<file path="src/rtl/sid_pkg.sv">
// Shared widths, midscale and FSM state encoding for the SID sample-to-PDM output path.
package sid_pkg;
    localparam int SID_SAMPLE_W = 15;
    localparam int SID_MIDSCALE = 16384;
    localparam int SID_VOL_W    = 4;

    localparam logic [1:0] ST_IDLE = 2'd0;
    localparam logic [1:0] ST_LOAD = 2'd1;
    localparam logic [1:0] ST_MUL  = 2'd2;
    localparam logic [1:0] ST_DONE = 2'd3;
endpackage

</file>
<file path="src/rtl/sid_sd_mod.sv">
// First-order sigma-delta modulator with tick divider; SID_PDM_DITHER_EN adds a 2-bit LFSR dither.
module sid_sd_mod
    import sid_pkg::*;
#(
    parameter int SAMPLE_W = SID_SAMPLE_W,
    parameter int CLK_DIV  = 1
) (
    input  logic                clk,
    input  logic                rst,
    input  logic [SAMPLE_W-1:0] level,
    output logic                pdm_out
);
    localparam int              DIV_W    = (CLK_DIV > 1) ? $clog2(CLK_DIV) : 1;
    localparam logic [DIV_W-1:0] DIV_LAST = DIV_W'(CLK_DIV - 1);

    logic [DIV_W-1:0]    div_cnt;
    logic                tick;
    logic [SAMPLE_W-1:0] acc;
    logic [SAMPLE_W-1:0] mod_in;
    logic [SAMPLE_W:0]   sum;

    assign tick = (div_cnt == '0);

    always_ff @(posedge clk or posedge rst) begin
        if (rst) begin
            div_cnt <= '0;
        end else begin
            div_cnt <= tick ? DIV_LAST : div_cnt - 1'b1;
        end
    end

`ifdef SID_PDM_DITHER_EN
    logic [15:0]       lfsr;
    logic [SAMPLE_W:0] dith_sum;

    // Dither can push the input past full scale; saturate instead of wrapping.
    assign dith_sum = {1'b0, level} + {{(SAMPLE_W - 1){1'b0}}, lfsr[1:0]};
    assign mod_in   = dith_sum[SAMPLE_W] ? '1 : dith_sum[SAMPLE_W-1:0];

    always_ff @(posedge clk or posedge rst) begin
        if (rst) begin
            lfsr <= 16'hACE1;
        end else if (tick) begin
            lfsr <= {lfsr[14:0], lfsr[15] ^ lfsr[13] ^ lfsr[12] ^ lfsr[10]};
        end
    end
`else
    assign mod_in = level;
`endif

    assign sum = {1'b0, acc} + {1'b0, mod_in};

    always_ff @(posedge clk or posedge rst) begin
        if (rst) begin
            acc     <= '0;
            pdm_out <= 1'b0;
        end else if (tick) begin
            acc     <= sum[SAMPLE_W-1:0];
            pdm_out <= sum[SAMPLE_W];
        end
    end
endmodule

</file>
<file path="src/rtl/sid_pdm_out.sv">
// SID output stage: sample capture, sequential volume multiply around midscale, PDM DAC.
// Optional LFSR dither in the modulator is enabled by defining SID_PDM_DITHER_EN.
//
// state | meaning
// IDLE  | waiting for a pending captured sample
// LOAD  | consume pending sample, centre it, clear product
// MUL   | one shift-add step per cycle; last step writes the clamped level
// DONE  | one-cycle drain before accepting the next sample
module sid_pdm_out
    import sid_pkg::*;
#(
    parameter int SAMPLE_W = SID_SAMPLE_W,
    parameter int CLK_DIV  = 1
) (
    input  logic                 clk,
    input  logic                 rst,
    input  logic [SAMPLE_W-1:0]  sample_in,
    input  logic                 sample_ready,
    input  logic [SID_VOL_W-1:0] vol,
    output logic [SAMPLE_W-1:0]  level,
    output logic                 level_valid,
    output logic                 busy,
    output logic                 overrun,
    output logic                 pdm_out
);
    localparam int                     PW    = SAMPLE_W + 5;
    localparam logic [SAMPLE_W-1:0]    MID   = SAMPLE_W'(2 ** (SAMPLE_W - 1));
    localparam logic signed [PW-1:0]   MID_P = PW'(2 ** (SAMPLE_W - 1));
    localparam logic signed [PW-1:0]   MAX_P = PW'(2 ** SAMPLE_W - 1);

    logic [SAMPLE_W-1:0]    cap_s;
    logic [SID_VOL_W-1:0]   cap_v;
    logic                   pending;
    logic [1:0]             state;
    logic [1:0]             step;
    logic signed [SAMPLE_W:0] mcand;
    logic [SID_VOL_W-1:0]   mplier;
    logic signed [PW-1:0]   prod;
    logic signed [PW-1:0]   addend;
    logic signed [PW-1:0]   prod_next;
    logic signed [PW-1:0]   scaled;
    logic [SAMPLE_W-1:0]    level_next;
    logic                   consume;

    assign consume = (state == ST_LOAD);
    assign busy    = (state != ST_IDLE) || pending;

    always_comb begin
        addend     = mplier[step] ? (PW'(mcand) <<< step) : '0;
        prod_next  = prod + addend;
        scaled     = (prod_next >>> 4) + MID_P;
        level_next = scaled[SAMPLE_W-1:0];
        if (scaled < 0) begin
            level_next = '0;
        end else if (scaled > MAX_P) begin
            level_next = '1;
        end
    end

    // A strobe on the LOAD edge refills pending with the newer sample.
    always_ff @(posedge clk or posedge rst) begin
        if (rst) begin
            cap_s   <= '0;
            cap_v   <= '0;
            pending <= 1'b0;
            overrun <= 1'b0;
        end else begin
            overrun <= 1'b0;
            if (sample_ready) begin
                cap_s   <= sample_in;
                cap_v   <= vol;
                pending <= 1'b1;
                if (pending && !consume) begin
                    overrun <= 1'b1;
                end
            end else if (consume) begin
                pending <= 1'b0;
            end
        end
    end

    // The final multiply step is folded into the level write so a sample lands six edges after capture.
    always_ff @(posedge clk or posedge rst) begin
        if (rst) begin
            state       <= ST_IDLE;
            step        <= '0;
            mcand       <= '0;
            mplier      <= '0;
            prod        <= '0;
            level       <= MID;
            level_valid <= 1'b0;
        end else begin
            level_valid <= 1'b0;
            case (state)
                ST_IDLE: begin
                    if (pending) begin
                        state <= ST_LOAD;
                    end
                end
                ST_LOAD: begin
                    mcand  <= $signed({1'b0, cap_s} - {1'b0, MID});
                    mplier <= cap_v;
                    prod   <= '0;
                    step   <= '0;
                    state  <= ST_MUL;
                end
                ST_MUL: begin
                    prod <= prod_next;
                    step <= step + 1'b1;
                    if (step == 2'd3) begin
                        level       <= level_next;
                        level_valid <= 1'b1;
                        state       <= ST_DONE;
                    end
                end
                ST_DONE: begin
                    state <= ST_IDLE;
                end
                default: begin
                    state <= ST_IDLE;
                end
            endcase
        end
    end

    sid_sd_mod #(
        .SAMPLE_W (SAMPLE_W),
        .CLK_DIV  (CLK_DIV)
    ) u_sd_mod (
        .clk     (clk),
        .rst     (rst),
        .level   (level),
        .pdm_out (pdm_out)
    );
endmodule

</file>
<file path="config.mk">
export PLATFORM = sky130hd
export DESIGN_NAME = sid_pdm_out
export DESIGN_NICKNAME = d
export VERILOG_FILES = /design/src/rtl/sid_pkg.sv /design/src/rtl/sid_sd_mod.sv /design/src/rtl/sid_pdm_out.sv
export SDC_FILE = /design/constraint.sdc
export NUM_CORES = 1
export LEC_CHECK = 0
export ABC_AREA = 1
export CAP_MARGIN = 5
export CORE_MARGIN = 2
export CORE_UTILIZATION = 55
export DETAILED_ROUTE_END_ITERATION = 12
export GPL_ROUTABILITY_DRIVEN = 1
export GPL_TIMING_DRIVEN = 0
export PLACE_DENSITY = 0.85
export SLEW_MARGIN = 20
export SYNTH_ARGS = -nofsm -noshare
export SYNTH_HDL_FRONTEND = slang
export SYNTH_SLANG_ARGS = --single-unit
</file>
<file path="constraint.sdc">
create_clock -name clk -period 7.75 [get_ports clk]
set_input_delay 1.1625 -clock clk [delete_from_list [all_inputs] [get_ports clk]]
set_output_delay 1.1625 -clock clk [all_outputs]
set_load 0.01 [all_outputs]
</file>
* Word level (Yosys, flattened, before mapping)
Index checks and enable logic that the tools add are counted.
** Operators by class
- Add/sub/neg operators :: 6
- Order comparisons :: 3
- Equal/unequal tests :: 6
- Shifts and indexed selects :: 1
- Mux-type cells :: 17
- Reduce and logical (&&, ||, !) cells :: 9
** Operators by type and width (count)
- $pmux W20 S2 :: 1
- $mux W15 :: 2
- $add A20 B20 Y20 :: 1
- $mux W20 :: 1
- $sshl A20 B2 Y20 :: 1
- $add A16 B16 Y17 const B :: 1
- $gt A17 B16 Y1 const B :: 1
- $lt A17 B1 Y1 const B :: 1
- $add A15 B15 Y16 :: 1
- $sub A15 B15 Y16 const B :: 1
- $mux W1 :: 8
- $pmux W2 S4 :: 1
- $eq A2 B2 Y1 const B :: 3
- $reduce_bool A2 Y1 :: 3
- $mux W2 :: 2
- $ne A2 B2 Y1 const B :: 2
- $pmux W2 S2 :: 1
- $reduce_and A2 Y1 :: 2
- $lt A2 B3 Y1 const B :: 1
- $add A2 B1 Y2 const B :: 1
- $bmux W1 S2 :: 1
- $eq A2 B1 Y1 const B :: 1
- $logic_not A2 Y1 :: 1
- $logic_and A1 B1 Y1 :: 1
- other kinds (3) :: 3
** Storage, ports and cells
- Register bits :: 98
- Input bits :: 22
- Output and inout bits :: 19
- Word-level logic and storage cells :: 56

* Depth between registers and ports, before layout
- Word-level depth :: 8
- Mapped depth :: 34
- Gate-level depth less buffers :: 32

* Hierarchy
From an unflattened synthesis, not the netlist that was laid out.
** Unflattened totals
- Cells, all modules :: 894
- Area, all modules :: 6218.5 um^2
** Modules (own cells, without submodules)
- sid_pdm_out :: times used 1, cells each 714, area each 4919.7 um^2
- sid_sd_mod :: times used 1, cells each 180, area each 1298.7 um^2

* Worst setup path after synthesis
Ideal clock, no wire load.
- Path kind :: reg2reg
- From :: register step[1]
- To :: register level[0]
- Setup time :: 117 ps
- Arrival time :: 3821 ps
- Required time :: 7633 ps
- Slack :: 3811 ps
- Cell stages (with the launch flop) :: 32
- Path buffers :: 2
- Clock period less this slack :: 3939 ps
- Cells stage by stage :: dfrtp_1 > clkinv_1 > a21oi_1 > o21ai_0 > nand2_1 > clkbuf_1 > o21ai_0 > inv_1 > ha_1 > nand2_2 > inv_1 > a21oi_1 > nand3_1 > nand2_1 > nand2_1 > nand2_1 > nand2_1 > a21oi_1 > xnor2_1 > inv_1 > ha_1 > nor2_1 > nand3_1 > nor3_1 > nand3_1 > nand2_1 > nand2_1 > nand2_2 > buf_6 > nand2_1 > nand2_1 > nand2_1
** Between the ends
- Word-level cells in the longest chain between the ends :: 8
- Elaborated cells on any way between the ends :: 12
- Those cells by class :: add/sub: 2; order compare: 2; eq/ne: 1; shift: 1; mux: 5; reduce/logical: 1
** RTL lines
- start, declared :: line sid_pdm_out.sv:35 : logic [1:0] step;
- start signal, assigned :: line sid_pdm_out.sv:109 : step <= step + 1'b1;
- $bmux W1 S2 :: line sid_pdm_out.sv:49 : addend = mplier[step] ? (PW'(mcand) <<< step) : '0;
- $mux W1 (implied by the code) :: line sid_pdm_out.sv:49
- $mux W20 :: line sid_pdm_out.sv:49
- $add A20 B20 Y20 :: line sid_pdm_out.sv:50 : prod_next = prod + addend;
- $add A16 B16 Y17 :: line sid_pdm_out.sv:51 : scaled = (prod_next >>> 4) + MID_P;
- $gt A17 B16 Y1 :: line sid_pdm_out.sv:55 : end else if (scaled > MAX_P) begin
- $mux W15 :: line sid_pdm_out.sv:55
- $mux W15 :: line sid_pdm_out.sv:53 : if (scaled < 0) begin
- end signal, assigned :: line sid_pdm_out.sv:111 : level <= level_next;
- end, declared :: line sid_pdm_out.sv:20 : output logic [SAMPLE_W-1:0] level,
Parallel ways exist; a longest one is shown, timed or not. The select of a mux whose other input is x is not followed.
A chain may end at the register's enable or synchronous reset.

* Final worst setup path
Same ends and word-level chain as after synthesis.

==> results.sh <==
export IMPL_final_area_um2=6670
export IMPL_htreeDepth=3
export IMPL_yosysMostFrequentCell="nand2_1"
export IMPL_p_leak_nw=3.52
export IMPL_cts_tree="yes"
export IMPL_numCtsBuffers=9
export IMPL_die_w_um=107
export IMPL_ys_ff_latch=96
export IMPL_antenna_left=0
export IMPL_initial_utilization=0.568
export IMPL_rows=37
export IMPL_place_ws_ns=2.98
export IMPL_max_stage_delay_ns=0.47
export IMPL_maxSlewViolCount=0
export IMPL_diodes=0
export IMPL_cts_root_buffer="clkbuf_8"
export IMPL_multiInputGateArea_um2=2970
export IMPL_cp_end_kind="flip-flop"
export IMPL_cp_depth=29
export IMPL_routedWlPerCell_um=12.7
export IMPL_critical_path_class="reg2reg"
export IMPL_hold_path_class="reg2reg"
export IMPL_drtIter0Drc=261
export IMPL_arrival_ns=5.14
export IMPL_port_buffers=40
export IMPL_fin_worst_skew_ns=0.00887
export IMPL_synth_distinct_cells=33
export IMPL_fp_coreArea_um2=10300
export IMPL_hold_violations=0
export IMPL_reg2reg_depth=29
export IMPL_clock_sinks=96
export IMPL_comb_power_share=0.629
export IMPL_path_buf_inv=5
export IMPL_ys_seq_area_frac=0.410
export IMPL_netlist_instances=811
export IMPL_min_path_cells=1
export IMPL_worst_slack_ns=2.88
export IMPL_place_area_um2=6470
export IMPL_p_clk_frac=0.110
export IMPL_final_layout_size_suffix_gt1_frac=0.0323
export IMPL_fin_crit_ns=4.87
export IMPL_ctsHoldBuffers=0
export IMPL_grt_busiest_layer="met2"
export IMPL_path_max_fanout=10
export IMPL_path_common_cell="nand2_1"
export IMPL_synth_commonest_cells="nand2_1, inv_1, dfrtp_1, o21ai_0, nor2_1"
export IMPL_register_area_um2=2400
export IMPL_ys_warn_count=0
export IMPL_grt_max_degree=62
export IMPL_setup_tns_ns=0
export IMPL_rsz0062_at_grt="no"
export IMPL_switchingPower_mw=1.55
export IMPL_p_per_area_nw_per_um2=474
export IMPL_required_ns=8.02
export IMPL_route_vias_total=5185
export IMPL_dieArea_um2=11500
export IMPL_grt_overflow=0
export IMPL_cp_start_kind="flip-flop"
export IMPL_ys_async_sr_fraction=1.00
export IMPL_swShare=0.490
export IMPL_synth_top_area_frac=0.405
export IMPL_status="complete, no violations"
export IMPL_p_seq_frac=0.261
export IMPL_final_period_utilization=0.629
export IMPL_ctsResizeCount=0
export IMPL_internal_power_mw=1.61
export IMPL_avgSynthCellArea_um2=7.23
export IMPL_syn_num_nets=876
export IMPL_drt_total_wl_um=12700
export IMPL_peakVddDrop_mv=0.251
export IMPL_dr_pass1_iters=7
export IMPL_crit_family="simple AND/OR/NAND/NOR gates"
export IMPL_slew_headroom=0.609
export IMPL_worst_slew_pin_slew_ns=0.587
export IMPL_antenna_found_initial=0
export IMPL_synth_largest_area_cell="dfrtp_1"
export IMPL_drc=0
export IMPL_grtUsageMet2=0.387
export IMPL_fill_cells=892
export IMPL_grt_pass1_vias=4805
export IMPL_grt_pass1_wl_um=22000
export IMPL_met3_usage=0.0351
export IMPL_setup_viol=0
export IMPL_place_congestion=0.952
export IMPL_dieHeight_um=107
export IMPL_synth_edf_count=0
export IMPL_syn2layout_area_growth_pct=13.8
export IMPL_grt_usage=0.241
export IMPL_fmax_mhz=205
export IMPL_cts_path_max_buffers=2
export IMPL_fin_nets=928
export IMPL_grt_met1_usage=0.335
export IMPL_synth_flop_cell="dfrtp_1"
export IMPL_vias_per_cell=5.17
export IMPL_cap_violations=0
export IMPL_clkTransAtPathRegs_ns=0.10
export IMPL_synthTopCellsByArea="dfrtp_1, nand2_1, ha_1, o21ai_0, inv_1"
export IMPL_postCtsSetupRepairBufs=0
export IMPL_synthesis_area_um2=5870
export IMPL_crit_slowest_cell="dfrtp_1"
export IMPL_io_pins=41
export IMPL_dpl_hpwl_um=9770
export IMPL_clkLatencyLatePin_ns=0.37
[routing by layer]
metal  routed length (um)  share of wire
met4                  271          0.021
met2                 5880           0.46
met1                 5970           0.47
met3                  571          0.045
met5                    0              0
[metrics by stage]
step | util | total power, mW | hold WS, ns | instances
2_1_floorplan | - | 2.25 | 0.422 | 811
3_3_place_gp | 0.623 | 2.73 | 0.431 | 987
3_5_place_dp | 0.627 | 2.78 | 0.442 | 988
4_1_cts | 0.646 | 3.15 | 0.458 | 1003
5_1_grt | 0.646 | 3.47 | 0.494 | 1003
6_report | 0.646 | 3.16 | 0.456 | 1003
[power by group through the flow]
| stage | sequential (mW) | clock, mW | combinational [mW] |
|---|---|---|---|
| after floorplan | 0.828 | 0 | 1.43 |
| after global placement | 0.829 | 0 | 1.90 |
| after detailed placement | 0.836 | 0 | 1.95 |
| after CTS | 0.827 | 0.348 | 1.97 |
| after global routing | 0.849 | 0.369 | 2.25 |
| final | 0.826 | 0.346 | 1.99 |
[layout by cell type, fill, tap and decap left out, types with 3 or more instances in the layout]
master / n
a21oi_1: 34
ha_1: 41
dfrtp_1: 95
inv_1: 104
clkdlybuf4s50_1: 40
xnor2_1: 8
clkbuf_1: 19
xor2_1: 9
nand3_1: 27
o21ai_0: 81
nor2_1: 53
nand2_2: 3
nor2_2: 3
nand3b_1: 4
nand4_1: 5
nor3_1: 8
nand2_1: 293
clkbuf_8: 11
o21bai_1: 3
[final timing paths]
path                            slack (ns)                   from                        end
worst max-delay path                  2.88    step[1]$_DFFE_PP0P_       level[0]$_DFFE_PP0P_
worst min-delay path                  0.46  cap_s[14]$_DFFE_PP0P_      mcand[14]$_DFFE_PP0P_
worst max register to register        2.88    step[1]$_DFFE_PP0P_       level[0]$_DFFE_PP0P_
worst min register to register        0.46  cap_s[14]$_DFFE_PP0P_      mcand[14]$_DFFE_PP0P_
max in group asynchronous             6.02                    rst        prod[9]$_DFFE_PP0P_
min in group asynchronous             1.14                    rst  u_sd_mod.acc[0]$_DFF_PP0_
[final cells by class]
type,instances,area share
Buffer,21,0.0129
Timing Repair Buffer,41,0.0641
Tap cell,136,0.0255
Clock buffer,11,0.0227
Inverter,107,0.0609
Sequential cell,96,0.360
Clock inverter,4,0.00806
Multi-Input combinational cell,587,0.446
[worst reg2reg max path: cells and delay by family (launching register included)]
kind | cells | cell delay [ns]
AND/OR/NAND/NOR | 14 | 1.37
AO/OA/AOI/OAI | 7 | 1.27
buffers and inverters | 5 | 0.92
adder cells (fa/ha/maj) | 2 | 0.57
flip-flops | 1 | 0.47
XOR/XNOR | 1 | 0.18
[sequential cells by signal, indices dropped and copies added (netlist names), 2 cells and up]
signal / flops
prod: 20
mplier: 4
step: 2
level: 15
state: 2
u_sd_mod.acc: 15
cap_v: 4
cap_s: 15
mcand: 15
[logic make-up (layout without fill, tap and decap cells)]
| group | Yosys count | count (layout) | share of synthesized area |
|---|---|---|---|
| DFF | 96 | 96 | 0.410 |
| and+or+nand+nor | 398 | 398 | 0.271 |
| AOI/OAI and AO/OA | 129 | 129 | 0.116 |
| xor gates and xnor gates | 17 | 17 | 0.0254 |
| adders and majority gates | 43 | 43 | 0.0943 |
| buffers and inverters | 128 | 184 | 0.0832 |
(Power assumes the default switching activity.)
